--- src/rtl/mem_arbiter_if.sv ---
// rtl/mem_arbiter_if.sv - cache-side and memory-side signal bundle for mem_arbiter
interface mem_arbiter_if #(
  parameter int ADDR_W = 32,
  parameter int LINE_W = 256
);
  logic              m0_enable_i;
  logic              m0_write_i;
  logic [ADDR_W-1:0] m0_addr_i;
  logic [LINE_W-1:0] m0_data_i;
  logic [LINE_W-1:0] m0_data_o;
  logic              m0_ack_o;

  logic              m1_enable_i;
  logic              m1_write_i;
  logic [ADDR_W-1:0] m1_addr_i;
  logic [LINE_W-1:0] m1_data_i;
  logic [LINE_W-1:0] m1_data_o;
  logic              m1_ack_o;

  logic              mem_enable_o;
  logic              mem_write_o;
  logic [ADDR_W-1:0] mem_addr_o;
  logic [LINE_W-1:0] mem_data_o;
  logic [LINE_W-1:0] mem_data_i;
  logic              mem_ack_i;

  // Arbiter view
  modport slave (
    input  m0_enable_i, m0_write_i, m0_addr_i, m0_data_i,
    output m0_data_o, m0_ack_o,
    input  m1_enable_i, m1_write_i, m1_addr_i, m1_data_i,
    output m1_data_o, m1_ack_o,
    output mem_enable_o, mem_write_o, mem_addr_o, mem_data_o,
    input  mem_data_i, mem_ack_i
  );

  // Cache controllers plus memory model view
  modport master (
    output m0_enable_i, m0_write_i, m0_addr_i, m0_data_i,
    input  m0_data_o, m0_ack_o,
    output m1_enable_i, m1_write_i, m1_addr_i, m1_data_i,
    input  m1_data_o, m1_ack_o,
    input  mem_enable_o, mem_write_o, mem_addr_o, mem_data_o,
    output mem_data_i, mem_ack_i
  );
endinterface

--- src/rtl/mem_arbiter.sv ---
// rtl/mem_arbiter.sv - two-master line arbiter for the memory port (MEM_ARB_RR_EN selects round-robin ties)
module mem_arbiter #(
  parameter int ADDR_W = 32,
  parameter int LINE_W = 256
) (
  input  logic           clk_i,
  input  logic           rst_i,
  mem_arbiter_if.slave   bus
);

  typedef enum logic [1:0] {
    IDLE  = 2'd0,
    BUSY0 = 2'd1,
    BUSY1 = 2'd2
  } state_e;

  state_e            state_q, state_d;
  logic              wr_q, wr_d;
  logic [ADDR_W-1:0] addr_q, addr_d;
  logic [LINE_W-1:0] data_q, data_d;
  logic              grant0;
  logic              any_req;
  logic              busy;

  assign any_req = bus.m0_enable_i | bus.m1_enable_i;

`ifdef MEM_ARB_RR_EN
  // last_q holds the port granted most recently; on a tie the other port wins
  logic last_q, last_d;
  assign grant0 = bus.m0_enable_i & (~bus.m1_enable_i | last_q);

  // Last-grant pointer, starts at 1 so port 0 wins the first tie
  always_ff @(posedge clk_i) begin
    if (!rst_i) last_q <= 1'b1;
    else        last_q <= last_d;
  end
`else
  // Instruction cache always wins a tie
  assign grant0 = bus.m0_enable_i;
`endif

  // Next state: grant in IDLE, then hold the latched command until the memory acks
  always_comb begin
    state_d = state_q;
    wr_d    = wr_q;
    addr_d  = addr_q;
    data_d  = data_q;
`ifdef MEM_ARB_RR_EN
    last_d  = last_q;
`endif
    case (state_q)
      IDLE: begin
        if (any_req) begin
          state_d = grant0 ? BUSY0 : BUSY1;
          wr_d    = grant0 ? bus.m0_write_i : bus.m1_write_i;
          addr_d  = grant0 ? bus.m0_addr_i  : bus.m1_addr_i;
          data_d  = grant0 ? bus.m0_data_i  : bus.m1_data_i;
`ifdef MEM_ARB_RR_EN
          last_d  = ~grant0;
`endif
        end
      end
      BUSY0, BUSY1: begin
        if (bus.mem_ack_i) state_d = IDLE;
      end
      default: state_d = IDLE;
    endcase
  end

  // State and latched command registers
  always_ff @(posedge clk_i) begin
    if (!rst_i) begin
      state_q <= IDLE;
      wr_q    <= 1'b0;
      addr_q  <= '0;
      data_q  <= '0;
    end else begin
      state_q <= state_d;
      wr_q    <= wr_d;
      addr_q  <= addr_d;
      data_q  <= data_d;
    end
  end

  // Memory side is driven only while a grant is held so IDLE presents a clean zero bus
  assign busy             = (state_q == BUSY0) || (state_q == BUSY1);
  assign bus.mem_enable_o = busy;
  assign bus.mem_write_o  = busy & wr_q;
  assign bus.mem_addr_o   = busy ? addr_q : '0;
  assign bus.mem_data_o   = busy ? data_q : '0;

  // Ack goes only to the granted port; reset low suppresses it even mid-transaction
  assign bus.m0_ack_o  = rst_i & bus.mem_ack_i & (state_q == BUSY0);
  assign bus.m1_ack_o  = rst_i & bus.mem_ack_i & (state_q == BUSY1);
  assign bus.m0_data_o = rst_i ? bus.mem_data_i : '0;
  assign bus.m1_data_o = rst_i ? bus.mem_data_i : '0;

endmodule

--- src/flat_wrapper.sv ---
// flat-port wrapper written by rule: the top's interface ports become plain ports
module mem_arbiter_flat 
#(
  parameter int ADDR_W = 32,
  parameter int LINE_W = 256
)
  (clk_i, rst_i, bus_m0_enable_i, bus_m0_write_i, bus_m0_addr_i, bus_m0_data_i, bus_m0_data_o, bus_m0_ack_o, bus_m1_enable_i, bus_m1_write_i, bus_m1_addr_i, bus_m1_data_i, bus_m1_data_o, bus_m1_ack_o, bus_mem_enable_o, bus_mem_write_o, bus_mem_addr_o, bus_mem_data_o, bus_mem_data_i, bus_mem_ack_i);
  mem_arbiter_if #(.ADDR_W(ADDR_W), .LINE_W(LINE_W)) bus_i ();
  input  logic clk_i;
  input  logic rst_i;
  input wire logic [$bits(bus_i.m0_enable_i)-1:0] bus_m0_enable_i;
  input wire logic [$bits(bus_i.m0_write_i)-1:0] bus_m0_write_i;
  input wire logic [$bits(bus_i.m0_addr_i)-1:0] bus_m0_addr_i;
  input wire logic [$bits(bus_i.m0_data_i)-1:0] bus_m0_data_i;
  output wire logic [$bits(bus_i.m0_data_o)-1:0] bus_m0_data_o;
  output wire logic [$bits(bus_i.m0_ack_o)-1:0] bus_m0_ack_o;
  input wire logic [$bits(bus_i.m1_enable_i)-1:0] bus_m1_enable_i;
  input wire logic [$bits(bus_i.m1_write_i)-1:0] bus_m1_write_i;
  input wire logic [$bits(bus_i.m1_addr_i)-1:0] bus_m1_addr_i;
  input wire logic [$bits(bus_i.m1_data_i)-1:0] bus_m1_data_i;
  output wire logic [$bits(bus_i.m1_data_o)-1:0] bus_m1_data_o;
  output wire logic [$bits(bus_i.m1_ack_o)-1:0] bus_m1_ack_o;
  output wire logic [$bits(bus_i.mem_enable_o)-1:0] bus_mem_enable_o;
  output wire logic [$bits(bus_i.mem_write_o)-1:0] bus_mem_write_o;
  output wire logic [$bits(bus_i.mem_addr_o)-1:0] bus_mem_addr_o;
  output wire logic [$bits(bus_i.mem_data_o)-1:0] bus_mem_data_o;
  input wire logic [$bits(bus_i.mem_data_i)-1:0] bus_mem_data_i;
  input wire logic [$bits(bus_i.mem_ack_i)-1:0] bus_mem_ack_i;
  assign bus_i.m0_enable_i = bus_m0_enable_i;
  assign bus_i.m0_write_i = bus_m0_write_i;
  assign bus_i.m0_addr_i = bus_m0_addr_i;
  assign bus_i.m0_data_i = bus_m0_data_i;
  assign bus_m0_data_o = bus_i.m0_data_o;
  assign bus_m0_ack_o = bus_i.m0_ack_o;
  assign bus_i.m1_enable_i = bus_m1_enable_i;
  assign bus_i.m1_write_i = bus_m1_write_i;
  assign bus_i.m1_addr_i = bus_m1_addr_i;
  assign bus_i.m1_data_i = bus_m1_data_i;
  assign bus_m1_data_o = bus_i.m1_data_o;
  assign bus_m1_ack_o = bus_i.m1_ack_o;
  assign bus_mem_enable_o = bus_i.mem_enable_o;
  assign bus_mem_write_o = bus_i.mem_write_o;
  assign bus_mem_addr_o = bus_i.mem_addr_o;
  assign bus_mem_data_o = bus_i.mem_data_o;
  assign bus_i.mem_data_i = bus_mem_data_i;
  assign bus_i.mem_ack_i = bus_mem_ack_i;
  mem_arbiter #(.ADDR_W(ADDR_W), .LINE_W(LINE_W)) u_core (.clk_i(clk_i), .rst_i(rst_i), .bus(bus_i));
endmodule
--- config.mk ---
export PLATFORM = sky130hd
export DESIGN_NAME = mem_arbiter_flat
export DESIGN_NICKNAME = d
export VERILOG_FILES = /design/src/rtl/mem_arbiter_if.sv /design/src/rtl/mem_arbiter.sv /design/src/flat_wrapper.sv
export SDC_FILE = /design/constraint.sdc
export NUM_CORES = 1
export LEC_CHECK = 0
export BUFFER_PORTS_ARGS = -buffer_cell sky130_fd_sc_hd__buf_2
export CORE_AREA = 2 2 634 636
export DETAILED_ROUTE_END_ITERATION = 10
export DIE_AREA = 0 0 636 638
export SLEW_MARGIN = 20
export SYNTH_ARGS = -nofsm -noshare
export SYNTH_HDL_FRONTEND = slang
export SYNTH_SLANG_ARGS = --single-unit
--- constraint.sdc ---
create_clock -name clk_i -period 2.55 [get_ports clk_i]
set_input_delay 0.1275 -clock clk_i [delete_from_list [all_inputs] [get_ports clk_i]]
set_output_delay 0.1275 -clock clk_i [all_outputs]
set_load 0.005 [all_outputs]
# == Word-level counts from Yosys, hierarchy flattened ==
# Index checks and enable logic that the tools add are counted.
# word_totals
input_bits,839
regBits,291
out_inout_bits,804
wordCells,28
# classes
reduce_logical,5
n_eq_ne,4
n_mux,10
bitwise_logic,5
# op_table
op,count
$mux 256,3
$mux 32,2
$mux 2,3
$and 1x1->1,4
$pmux 2 s2,1
$reduce_and 2->1,2
$eq 2x1->1 const B,1
$eq 2x2->1 const B,1
$logic_not 2->1,1
$ne 2x1->1 const B,1
$ne 2x2->1 const B,1
$reduce_or 2->1,1
$logic_or 1x1->1,1
$mux 1,1
$or 1x1->1,1

# == Depth between registers and ports, before layout ==
# logic_depth
ltp_word,4
ltp_mapped,8
ltp_nobuf,5

# == Worst setup path after synthesis ==
# Ideal clock, no wire load.
# synth_path
path_type,flip-flop to output port
from,register u_core.state_q[0]
to,output port bus_mem_addr_o[0]
path_stages_with_launch,7
required_ns,2.423
path_buffers,3
setup_slack_ns,0.995
t_arrival_ns,1.427
cell_sequence,dfxtp_1 inv_1 ha_1 buf_2 buf_2 clkbuf_1 and2_1
# synth_between
elab_chain_len,3
elab_cells_between_ends,4
cone_classes,2 x eq/ne; 1 x mux; 1 x reduce/logical
# synth_rtl
element,line_no,rtl
start: declaration,mem_arbiter.sv:17,"state_e state_q, state_d;"
start signal: assignment,mem_arbiter.sv:78,state_q <= state_d;
$eq 2x1->1 or $eq 2x2->1 (tied branches),mem_arbiter.sv:86,assign busy = (state_q == BUSY0) || (state_q == BUSY1);
$logic_or 1x1->1 (*),mem_arbiter.sv:86,
net bus_mem_enable_o,flat_wrapper.sv:23,output wire logic [$bits(bus_i.mem_enable_o)-1:0] bus_mem_enable_o;
$mux 32 (*),mem_arbiter.sv:89,assign bus.mem_addr_o = busy ? addr_q : '0;
end: declaration,flat_wrapper.sv:25,output wire logic [$bits(bus_i.mem_addr_o)-1:0] bus_mem_addr_o;
# Mark *: on every way through the listed nets, which the timed path passes. The rest lies on a longest branch.

# == Worst setup path after layout ==
# layout_path
from,register u_core.state_q[1]
to,output port bus_mem_data_o[60]
# layout_between
elab_chain_len,3
elab_cells_between_ends,4
cone_classes,2 x eq/ne; 1 x mux; 1 x reduce/logical
# layout_rtl
element,line_no,rtl
$eq 2x1->1 or $eq 2x2->1 (tied branches),mem_arbiter.sv:86,
$logic_or 1x1->1 (*),mem_arbiter.sv:86,
$mux 256 (*),mem_arbiter.sv:90,assign bus.mem_data_o = busy ? data_q : '0;
end: declaration,flat_wrapper.sv:26,output wire logic [$bits(bus_i.mem_data_o)-1:0] bus_mem_data_o;
# Every way passes the cells marked *; elsewhere a longest branch is shown, timed or not.

==> impl_results.md <==
- Root buffer cell: clkbuf_16
- Num Clock Sinks: 291
- Htree depth: 2
- MaxCap Viol Count: 0
- Antenna-violating nets left: 0
- Endpoints failing setup: 0
- RSZ-0062 raised after global routing: true
- Fin nets: 4608
- Peak VDD IR: 0.000433 V
- PortBufs: 1642
- Mapped Area: 18800 um2
- GRT Max-Usage Layer: met2
- Clk Latency, worst-skew pair: 0.65 ns
- Largest net degree at the start of global routing: 104
- Relative slew slack: 41.4%
- Clock-pin slew on the worst setup and hold paths: 0.06 ns
- Sw frac: 40.8%
- Met1 usage: 13.8%
- Post-Syn Nets: 2691
- Number of synthesized register bits: 291
- Mean area per synthesized cell: 10.1 um2
- HPWL Detailed: 276000 um
- Worst-Margin Slew: 0.878 ns
- WL final: 309000 um
- Layout Area Growth over Synthesis: 112%
- Register area share after synthesis: 31.1%
- Period utilisation layout: 94.8%
- Post-layout util: 9.97%
- Grt met2 use: 26.7%
- Global Route Usage Sum: 14.5%
- Total Power: 19600 uW
- DRC Markers: 0
- Largest area contributor in the netlist: dfxtp_1
- PwrDens: 493 nW/um2
- Std-Cell Rows: 232
- Data arrival, critical path: 2.29 ns
- Leakage: 0.0176 uW
- Comb pwr share: 37.8%
- Final Slew Violations: 0
- Clock power share: 30.2%
- Largest cells by area after synthesis: dfxtp_1 (31%), and2_1 (18%), mux2i_1 (15%)
- Via/cell ratio: 2.59
- Most frequent cells in the layout: buf_2 (1570), dlygate4sd3_1 (581), and2_1 (509)
- Io pins: 1643
- Grt met3 use: 5.46%
- Post-synthesis instance total: 1849
- Worst Setup End Kind: primary output
- Total congestion overflow: 0
- CP required: 2.42 ns
- CP Launch Type: register
- Worst min path class: in2reg
- P_int: 11600 uW
- Filler cells: 46100
- Starting Density: 4.71%
- Setup TNS Final: 0 ns
- Post-route minimum period: 2.42 ns
- Vias in the first global route: 22900
- Max Fclk: 414 MHz
- Worst Skew: 0.0427 ns
- Synth warnings: 0
- CTS tree: yes
- DIE WIDTH: 636 um
- Outcome: finished, final reports clean
- CP Max Fanout: 24
- Yosys cell types: 23
- Maximum clock path buffer count: 3
- Post-synth top area share: 31.1%
- DR iter-0 viols: 1752
- Register area: 5830 um2
- Die height: 638 um
- Seq pwr share: 32.0%
- Global-route wire length before repair: 357000 um
- Layout cells sized above 1: 52.3%
- Core ar.: 399000 um2
- Kind of critical path: reg2out
- Initial antenna violation count: 226
- Routed vias: 23600
- Final instance area: 39700 um2
- DR WL/cell: 33.9 um
- Fin. Hold Viols: 0
- Most common cell after layout, fill and taps aside: buf_2
- Footprint of the multi-input gates: 10100 um2
- Net switching power: 8000 uW
- DIE AREA: 406000 um2
- RD Place Congestion: 1.09
- Inserted Clock Buffers: 38
- Pre-antenna DRT Iters: 7
- Post-place instance area: 31700 um2
registers in the layout (all words and copies together) (netlist names):
signal and cells:
u_core.state_q 2, u_core.wr_q 1, u_core.data_q 256, u_core.addr_q 32
path summary, 6_finish.rpt:
path                       from                 end  slack [ns]  cells past startpoint
min           bus_m0_data_i[12]   u_core.data_q[12]        0.04                      4
min reg2reg  u_core.data_q[238]  u_core.data_q[238]        0.46                      1
max           u_core.state_q[1]  bus_mem_data_o[60]        0.13                      7
max reg2reg   u_core.state_q[1]   u_core.state_q[0]        0.39                      8
final cells by class:
type	instances	share of cell area, %
flip-flops and latches	291	14.7
well taps	5265	16.6
clock buffers	48	2.61
diodes	61	0.384
multi-input cells	1141	25.5
clock inverters	20	0.652
repair buffers	2291	39.6
inverters	3	0.0283
critical path, stage by stage, from the launching register on:
cell	delay, ns
dfxtp_2	0.34
inv_2	0.05
ha_4	0.29
buf_12	0.16
buf_16	0.20
buf_6	0.22
and2_1	0.18
buf_2	0.14
synth_stat cells, drive strengths merged:
library cell	instances
nor2b	2
nand2b	1
dfxtp	291
nor2	1
clkbuf	65
buf	349
and3	2
mux2i	289
o211ai	1
a21oi	2
nand4	1
inv	3
and2	546
ha	3
nand2	1
o2bb2ai	289
o21ai	3
power by group through the flow:
stage	Clock (uW)	Combinational, uW	Sequential, uW
after floorplan	0	2520	5450
after global placement	0	5970	6500
after detailed placement	0	5980	6460
after CTS	6220	7520	6390
after global routing	6290	7830	6370
final	5920	7400	6270
metrics by stage:
stage | setup slack (ns) | instances | hold slack (ns)
2_1_floorplan | 0.995 | 1849 | 0.267
3_3_place_gp | 0.363 | 8392 | 0.391
3_5_place_dp | 0.392 | 8392 | 0.400
4_1_cts | -0.0437 | 9056 | 0.00266
5_1_grt | -0.0248 | 9104 | 0.0546
6_report | 0.133 | 9120 | 0.0430
what timing repair did:
action | 4_1_cts | 5_1_grt
endpoints found under the hold margin | 290 | 0
pin swaps | 1 | 2
hold buffers | 581 | 0
setup buffers | 7 | 2
gates cloned | 8 | 2
endpoints found under the setup margin | 211 | 25
gates resized for setup | 90 | 17
metal layers:
layer  share of wire, %  vias to the layer above  wire [um]
met1                 32                    11200      98300
met5               0.31                        -        971
met4                7.0                      146      21500
li1                   -                    10100          -
met3                9.6                      564      29800
met2                 51                     1609     158000
cell families (layout without fill, tap and decap cells):
kind of cell | count (synthesis) | count (layout) | synth area share (%)
compound gates | 295 | 295 | 19.3
mux | 289 | 289 | 15.4
fa+ha+maj | 3 | 3 | 0.200
simple gates | 554 | 554 | 18.5
buf+inv | 417 | 2362 | 15.5
other cells | 0 | 61 | 0
flops | 291 | 291 | 31.1
Power figures use the tool's default switching activity.
